===== src/rtl/pg_sched.sv =====
// pg_sched: epsilon-greedy scheduler for the Q-learning policy generator.
// Accepts one Q-vector per step, drives the greedy/random select toward PG
// aligned with its register stages, and tracks steps, episodes and epsilon.
module pg_sched #(
    parameter logic [15:0] SEED  = 16'hACE1,
    parameter int          CNT_W = 16
) (
    input  logic             clk,
    input  logic             rst,
    input  logic             start,
    input  logic             abort,
    input  logic             q_valid,
    output logic             q_ready,
    input  logic             goal,
    input  logic [15:0]      eps_init,
    input  logic [15:0]      eps_min,
    input  logic [15:0]      eps_decay,
    input  logic [CNT_W-1:0] max_steps,
    input  logic [CNT_W-1:0] max_episodes,
    output logic             Asel,
    output logic [1:0]       Arand,
    output logic             learning,
    output logic             a_valid,
    output logic             ep_done,
    output logic             done,
    output logic [15:0]      epsilon,
    output logic [CNT_W-1:0] step_cnt,
    output logic [CNT_W-1:0] episode_cnt
);

    typedef enum logic [2:0] {
        ST_IDLE   = 3'd0,
        ST_RUN    = 3'd1,
        ST_SEL    = 3'd2,
        ST_ACT    = 3'd3,
        ST_EP_END = 3'd4,
        ST_DONE   = 3'd5
    } state_t;

    localparam logic [CNT_W-1:0] CNT_ZERO = {CNT_W{1'b0}};
    localparam logic [CNT_W-1:0] CNT_ONE  = {{(CNT_W-1){1'b0}}, 1'b1};

    // Fibonacci LFSR, taps 16/14/13/11, shifting left with feedback into bit 0.
    function automatic logic [15:0] lfsr_advance(input logic [15:0] v);
        return {v[14:0], v[15] ^ v[13] ^ v[12] ^ v[10]};
    endfunction

    state_t           state_r;
    state_t           state_s;
    logic [15:0]      lfsr_r;
    logic [15:0]      epsilon_r;
    logic [CNT_W-1:0] step_cnt_r;
    logic [CNT_W-1:0] episode_cnt_r;
    logic             asel_r;
    logic [1:0]       arand_r;

    logic [15:0]      lfsr_adv_s;
    logic [CNT_W-1:0] step_next_s;
    logic [CNT_W-1:0] episode_next_s;
    logic [CNT_W-1:0] max_eff_s;
    logic             ep_end_s;
    logic             last_ep_s;
    logic [16:0]      eps_floor_sum_s;
    logic [15:0]      eps_decayed_s;

    assign lfsr_adv_s     = lfsr_advance(lfsr_r);
    assign step_next_s    = step_cnt_r + CNT_ONE;
    assign episode_next_s = episode_cnt_r + CNT_ONE;
    // A zero step limit would end nothing sensible; treat it as a limit of one.
    assign max_eff_s      = (max_steps == CNT_ZERO) ? CNT_ONE : max_steps;
    assign ep_end_s       = goal || (step_next_s >= max_eff_s);
    assign last_ep_s      = (max_episodes != CNT_ZERO) && (episode_next_s == max_episodes);
    // 17-bit sum so a large floor plus decay cannot wrap and let epsilon underflow.
    assign eps_floor_sum_s = {1'b0, eps_min} + {1'b0, eps_decay};
    assign eps_decayed_s   = ({1'b0, epsilon_r} < eps_floor_sum_s) ? eps_min
                                                                   : (epsilon_r - eps_decay);

    // State register.
    always_ff @(posedge clk or negedge rst) begin
        if (!rst) begin
            state_r <= ST_IDLE;
        end else begin
            state_r <= state_s;
        end
    end

    // Next-state decode; abort overrides every other transition.
    always_comb begin
        state_s = state_r;
        if (abort) begin
            state_s = ST_IDLE;
        end else begin
            case (state_r)
                ST_IDLE, ST_DONE: begin
                    if (start) begin
                        state_s = ST_RUN;
                    end else begin
                        state_s = state_r;
                    end
                end
                ST_RUN: begin
                    if (q_valid) begin
                        state_s = ST_SEL;
                    end else begin
                        state_s = ST_RUN;
                    end
                end
                ST_SEL:  state_s = ST_ACT;
                ST_ACT: begin
                    if (ep_end_s) begin
                        state_s = ST_EP_END;
                    end else begin
                        state_s = ST_RUN;
                    end
                end
                ST_EP_END: begin
                    if (last_ep_s) begin
                        state_s = ST_DONE;
                    end else begin
                        state_s = ST_RUN;
                    end
                end
                default: state_s = ST_IDLE;
            endcase
        end
    end

    // Datapath: LFSR, select outputs, counters and epsilon; all hold on abort.
    always_ff @(posedge clk or negedge rst) begin
        if (!rst) begin
            lfsr_r        <= SEED;
            epsilon_r     <= 16'h0000;
            step_cnt_r    <= CNT_ZERO;
            episode_cnt_r <= CNT_ZERO;
            asel_r        <= 1'b0;
            arand_r       <= 2'b00;
        end else if (!abort) begin
            case (state_r)
                ST_IDLE, ST_DONE: begin
                    if (start) begin
                        lfsr_r        <= SEED;
                        epsilon_r     <= eps_init;
                        step_cnt_r    <= CNT_ZERO;
                        episode_cnt_r <= CNT_ZERO;
                    end
                end
                ST_RUN: begin
                    // Select is registered on accept so it is valid in SEL.
                    if (q_valid) begin
                        lfsr_r  <= lfsr_adv_s;
                        asel_r  <= (lfsr_adv_s >= epsilon_r);
                        arand_r <= lfsr_adv_s[15:14];
                    end
                end
                ST_ACT: begin
                    step_cnt_r <= step_next_s;
                end
                ST_EP_END: begin
                    episode_cnt_r <= episode_next_s;
                    step_cnt_r    <= CNT_ZERO;
                    epsilon_r     <= eps_decayed_s;
                end
                default: begin
                    lfsr_r <= lfsr_r;
                end
            endcase
        end
    end

    assign q_ready     = (state_r == ST_RUN);
    assign learning    = (state_r == ST_RUN) || (state_r == ST_SEL) ||
                         (state_r == ST_ACT) || (state_r == ST_EP_END);
    assign a_valid     = (state_r == ST_ACT);
    assign ep_done     = (state_r == ST_EP_END);
    assign done        = (state_r == ST_DONE);
    assign Asel        = asel_r;
    assign Arand       = arand_r;
    assign epsilon     = epsilon_r;
    assign step_cnt    = step_cnt_r;
    assign episode_cnt = episode_cnt_r;

endmodule


===== config.mk =====
export PLATFORM = sky130hd
export DESIGN_NAME = pg_sched
export DESIGN_NICKNAME = d
export VERILOG_FILES = /design/src/rtl/pg_sched.sv
export SDC_FILE = /design/constraint.sdc
export NUM_CORES = 1
export LEC_CHECK = 0
export CAP_MARGIN = 10
export CORE_ASPECT_RATIO = 1.1
export CORE_MARGIN = 2
export CORE_UTILIZATION = 57
export CTS_BUF_LIST = sky130_fd_sc_hd__clkbuf_16
export CTS_CLUSTER_SIZE = 8
export DETAILED_ROUTE_END_ITERATION = 8
export GPL_TIMING_DRIVEN = 1
export HOLD_SLACK_MARGIN = 0.1
export PLACE_DENSITY = 0.93
export SYNTH_ARGS = -nofsm -noshare
export SYNTH_HDL_FRONTEND = slang
export SYNTH_SLANG_ARGS = --single-unit

===== constraint.sdc =====
create_clock -name clk -period 9 [get_ports clk]
set_input_delay 1.35 -clock clk [delete_from_list [all_inputs] [get_ports clk]]
set_output_delay 1.35 -clock clk [all_outputs]
set_load 0.05 [all_outputs]

Word-level counts from Yosys, hierarchy flattened

Cells that the tools add are included.

Register bits after elaboration: 70
Logic and storage cells: 59
Output and inout port bits: 56
Input port bits: 86

Order comparisons: 3
Add/sub/neg operators: 4
Mux-type cells: 16
Bitwise gates (word level): 4
Reduce and logical (&&, ||, !) cells: 16
Equality and inequality tests: 9

Operator list:

| operator                                                              | number |
|---|---|
| 16-bit two-way mux                                                    | 6 |
| 16-bit case mux with 2 select lines                                   | 3 |
| 16-bit case mux with 3 select lines                                   | 1 |
| 16-bit by 1-bit adder with 16-bit output, second input constant       | 2 |
| 16-bit >= comparator                                                  | 2 |
| 16-bit by 16-bit adder with 17-bit output                             | 1 |
| 16-bit by 17-bit < comparator with 1-bit output                       | 1 |
| 16-bit equality test                                                  | 1 |
| 16-bit zero test                                                      | 1 |
| 16-bit nonzero test                                                   | 1 |
| 16-bit subtractor                                                     | 1 |
| 3-bit case mux with 5 select lines                                    | 1 |
| 3-bit two-way mux                                                     | 4 |
| 3-bit AND reduction                                                   | 3 |
| 3-bit by 2-bit equality test with 1-bit output, second input constant | 2 |
| 3-bit equality test, second input constant                            | 2 |
| 1-bit logical OR                                                      | 4 |
| 2-bit inequality test, second input constant                          | 2 |
| 4-bit AND reduction                                                   | 1 |
| 2-bit nonzero test                                                    | 2 |
| 3-bit by 1-bit equality test with 1-bit output, second input constant | 1 |
| 3-bit zero test                                                       | 1 |
| 3-bit inequality test, second input constant                          | 1 |
| 3-bit nonzero test                                                    | 1 |
| 5 further kinds                                                       | 7 |

Longest topological paths before layout

Depth after elaboration: 7
Mapped depth: 20
Depth with buffers taken out: 18

Least setup slack after synthesis

No wires, ideal clock.

Kind: input -> register
Start: input port eps_min[1]
End: register epsilon_r[11], in the netlist epsilon[11]
Setup slack: 4.279 ns
Arrival: 4.576 ns
Library setup time: 0.145 ns
Stages: 18
Buffers on the path: 2
Required time: 8.855 ns
Cell sequence: ha_1 a21o_1 a21oi_1 o21ai_1 o41ai_2 o21ai_1 o41ai_2 a311oi_1 ha_1 nand4_1 nor2_1 o21ai_1 a311oi_2 and2_4 buf_6 buf_12 mux2i_1 o221ai_1

Cells in the longest elaborated chain, start to end: 4

Ends and longest elaborated chain:

| item                                            | line | source |
|---|---|---|
| from (decl)                                     | 16   | `input logic [15:0] eps_min,` |
| 16-bit by 16-bit adder with 17-bit output       | 74   | `assign eps_floor_sum_s = {1'b0, eps_min} + {1'b0, eps_decay};` |
| 16-bit by 17-bit < comparator with 1-bit output | 75   | `assign eps_decayed_s = ({1'b0, epsilon_r} < eps_floor_sum_s) ? eps_min` |
| 16-bit two-way mux                              | 75   |  |
| 16-bit case mux with 2 select lines             | 138  | `case (state_r)` |
| to (signal assigned)                            | 142  | `epsilon_r <= eps_init;` |
| to (signal assigned)                            | 161  | `epsilon_r <= eps_decayed_s;` |
| to (decl)                                       | 51   | `logic [15:0] epsilon_r;` |

Every way passes these cells.
A chain may end at the register's enable or synchronous reset.

Final worst setup path

Start: input port eps_decay[1]
End: register epsilon_r[4], in the netlist epsilon[4]

Cells in the longest elaborated chain, start to end: 4
Elaborated cells on any way between the ends: 5
Classes of those cells: 2 x add/sub; 1 x order compare; 2 x mux

Ends and longest elaborated chain:

| item                                            | line | source |
|---|---|---|
| from (decl)                                     | 17   | `input logic [15:0] eps_decay,` |
| 16-bit by 16-bit adder with 17-bit output       | 74   |  |
| 16-bit by 17-bit < comparator with 1-bit output | 75   |  |
| 16-bit two-way mux *                            | 75   |  |
| 16-bit case mux with 2 select lines *           | 138  |  |

Every way passes the cells marked *; elsewhere a longest branch is shown, timed or not.

==> results.md <==
* Status: completed
* First-pass GRT wire length at just over 30000 um
* Syn. warnings at 0
* Iteration-0 DRC count of the detailed router at just under 600
* Vias in the first global route at approximately 6500
* WP buf/inv at 1
* DR vias at between 6000 and 7000
* Cell with the most instances after synthesis: ha_1
* Max Slew Vio Count at 0
* Nets@finish at ~1100
* Worst Hold Endpoint: lfsr_r[15]
* Final period util at between 60 and 70%
* Max Freq at ~0.18 GHz
* Worst-Margin Slew at 1.17 ns
* Fill cells at ~820
* P_leak at 3.82 nW
* Min Tclk post-route at between 5 and 6 ns
* Num rows at 41
* Max-Cap Viols at 0
* Max incr delay on CP at 0.56 ns
* Total GRT Usage at 31.3%
* Worst min-delay path class: reg -> reg
* Die Width at ~110 um
* DP HPWL at 14400 um
* CTS tree: done
* Async set or reset register ratio after synthesis at 100%
* Fin Setup TNS at 0 ns
* Max Root-Sink Buffers at 2
* Die height at ~120 um
* Non-filler instance count after layout at between 1000 and 1500
* Routed vias/inst at a little over 6
* Post-synth EDFFs at 0
* Crit path top cell by count: o21ai_1
* Core area at ~11000 um2
* Peak VDD IR at roughly 0.00011 V
* Depth of the worst register-to-register path at 14
* Crit path kind: in -> reg
* Startpoint Class: input port
* Area leader, netlist: dfrtp_1
* Syn_area_per_cell at 8.27 um2
* Crit Path Max Fanout at 14
* Setup Skew at 0.00734 ns
* Buffers on Ports at approximately 140
* Pin count of the biggest net entering global routing at 71
* First-pass DRT Iterations at 7
* Data required, critical path at 9.17 ns
* Die Area at approximately 12000 um2
* CP delay by family, top: compound AO/OA/AOI/OAI gates
* Power Density at around 170 nW/um2
* Post-synth top cells: ha_1, nand2_1, dfrtp_1
* Sequential share of the synthesized area at between 20% and 30%
* Yosys reg bits at 70
* Clock transition at path regs at 0.06 ns
* Synth cell types at 72
* Antenna-violating nets left at 0
* # diodes at 0
* Drt wl/cell at 17.9 um
* Post-Synthesis Cell Area at ~6500 um2
* Post-CTS sizing at 0
* WHS Path Cells at 2
* Postcts setup bufs at 0
* # setup viols final at 0
* TritonCTS Buffers at 9
* Drt total wl at roughly 19000 um
* RSZ-0062 raised after global routing: false
* # hold bufs at CTS at 0
* Max_slew headroom at a little over a fifth
* H-tree levels at 3
* R2r endpoint: state_r[0]
* Hold Path Origin: lfsr_r[15]
* Syn Inst Count at just under 800
* Synth top area share at 23.7%
* Placed cells at about 1100
* Mapped Nets at 960
* Synth area leaders: dfrtp_1, ha_1, xnor2_1
* DRC at 0
* I/O pin cnt at approximately 140
* Root Driver: clkbuf_16
* Setup crit end kind: register
* Crit path depth at 18
* Worst r2r src: step_cnt[0]
* Data arrival time of the critical path at around 5.6 ns
* Grt ovf at 0
* Clk_lat worst skew at between 0.3 and 0.4 ns
* CP max stage cell: clkdlybuf4s50_1
* R2R Setup Slk at ~5.0 ns
* WHS at between 0.4 and 0.5 ns
* CTS sink cnt at 70
* Area Overhead vs Synth at 27.2%
* GP Congestion at between 0.9 and 1
* Layout cells sized above 1 at ~4.5%
* Final Hold Fails at 0
* Starting Density at ~58%
* Crit path cell chain: clkdlybuf4s50_1 -> ha_1 -> a21o_1 -> a21oi_1 -> o21ai_1 -> o41ai_2 -> o21ai_1 -> o41ai_2 -> nor2_1 -> a311oi_1 -> ha_1 -> nand4_1 -> nor2_1 -> o21ai_1 -> a311oi_2 -> and2_4 -> mux2i_1 -> o221ai_1
* Main synth FF type: dfrtp_1
* Initial antenna violation count at 0
==> worst reg2reg max path, cell delays in order (launching register included) <==
cell and delay, ns:
dfrtp_1 0.52, ha_1 0.29, nand3_1 0.14, nor2_1 0.26, and3_1 0.30, and3_1 0.27
and3_1 0.27, nand3_1 0.12, xnor2_1 0.27, ha_1 0.30, a21o_1 0.18, a211o_1 0.28
a21oi_1 0.23, o21bai_1 0.12, a221oi_1 0.32
==> cells in the final DEF, fill, tap and decap left out, types with 14 or more instances in the layout <==
| master | count |
|---|---|
| ha_1 | 80 |
| dfrtp_1 | 62 |
| a21o_1 | 14 |
| o21ai_1 | 36 |
| nand2_1 | 78 |
| xor2_1 | 26 |
| xnor2_1 | 40 |
| inv_1 | 58 |
| nor2_1 | 55 |
| o21ai_0 | 50 |
| and3_1 | 18 |
| nand3_1 | 35 |
| a21oi_1 | 32 |
| clkdlybuf4s50_1 | 140 |
==> cell type report <==
cell class / count / area [um2] / share of cell area [%]
clock buffer: 9 / 225 / 2.70
clock inverter: 7 / 80.1 / 0.961
inverter: 62 / 233 / 2.79
multi-input combinational: 633 / 4420 / 53.1
sequential: 70 / 1760 / 21.1
tap: 150 / 188 / 2.25
timing repair buffer: 143 / 1420 / 17.1
==> metal layers <==
metal | global-route usage [%] | wire, um
met4 | 16.1 | 896
met5 | 0 | 0
met3 | 5.69 | 1260
met2 | 54.4 | 9330
met1 | 37.2 | 7690
==> metrics by stage <==
step | utilization [%] | setup slack, ns | cell area [um2] | total power [W]
floorplan | - | 4.28 | 6550 | 0.000843
global placement | 70.8 | 3.46 | 8030 | 0.00102
detailed placement | 70.8 | 3.19 | 8030 | 0.00104
CTS | 73.5 | 3.53 | 8330 | 0.00141
global route | 73.5 | 3.19 | 8330 | 0.00149
finish | 73.5 | 3.53 | 8330 | 0.00141
==> registers in the layout, summed over array words and instances, names as in the netlist <==
signal	flops
lfsr_r	16
Arand	2
epsilon	16
Asel	1
episode_cnt	16
state_r	3
step_cnt	16
==> how the worst max path moves through the flow <==
stage                 start  slack, ns           to
2_1_floorplan    eps_min[1]       4.28  epsilon[11]
4_1_cts        eps_decay[1]       3.53   epsilon[4]
3_5_place_dp   eps_decay[1]       3.19   epsilon[4]
3_3_place_gp   eps_decay[1]       3.46  epsilon[13]
6_report       eps_decay[1]       3.53   epsilon[4]
5_1_grt        eps_decay[1]       3.19  epsilon[12]
==> report_power, final <==
group	internal (W)	total, W	switching, W
logic	0.000271	0.000630	0.000359
clock network	0.000219	0.000370	0.000151
registers	0.000361	0.000413	0.0000517
total	0.000851	0.00141	0.000561
==> cells by family (layout without fill, tap and decap cells) <==
kind of cell | after synthesis | in the layout | share of synthesized area, %
and+or+nand+nor | 253 | 253 | 18.6
AOI/OAI and AO/OA | 218 | 218 | 22.1
buffers and inverters | 89 | 221 | 5.56
adders and majority gates | 83 | 83 | 16.1
DFF | 70 | 70 | 26.9
xor gates and xnor gates | 66 | 66 | 8.83
muxes | 13 | 13 | 2.03
(Power assumes the default switching activity.)
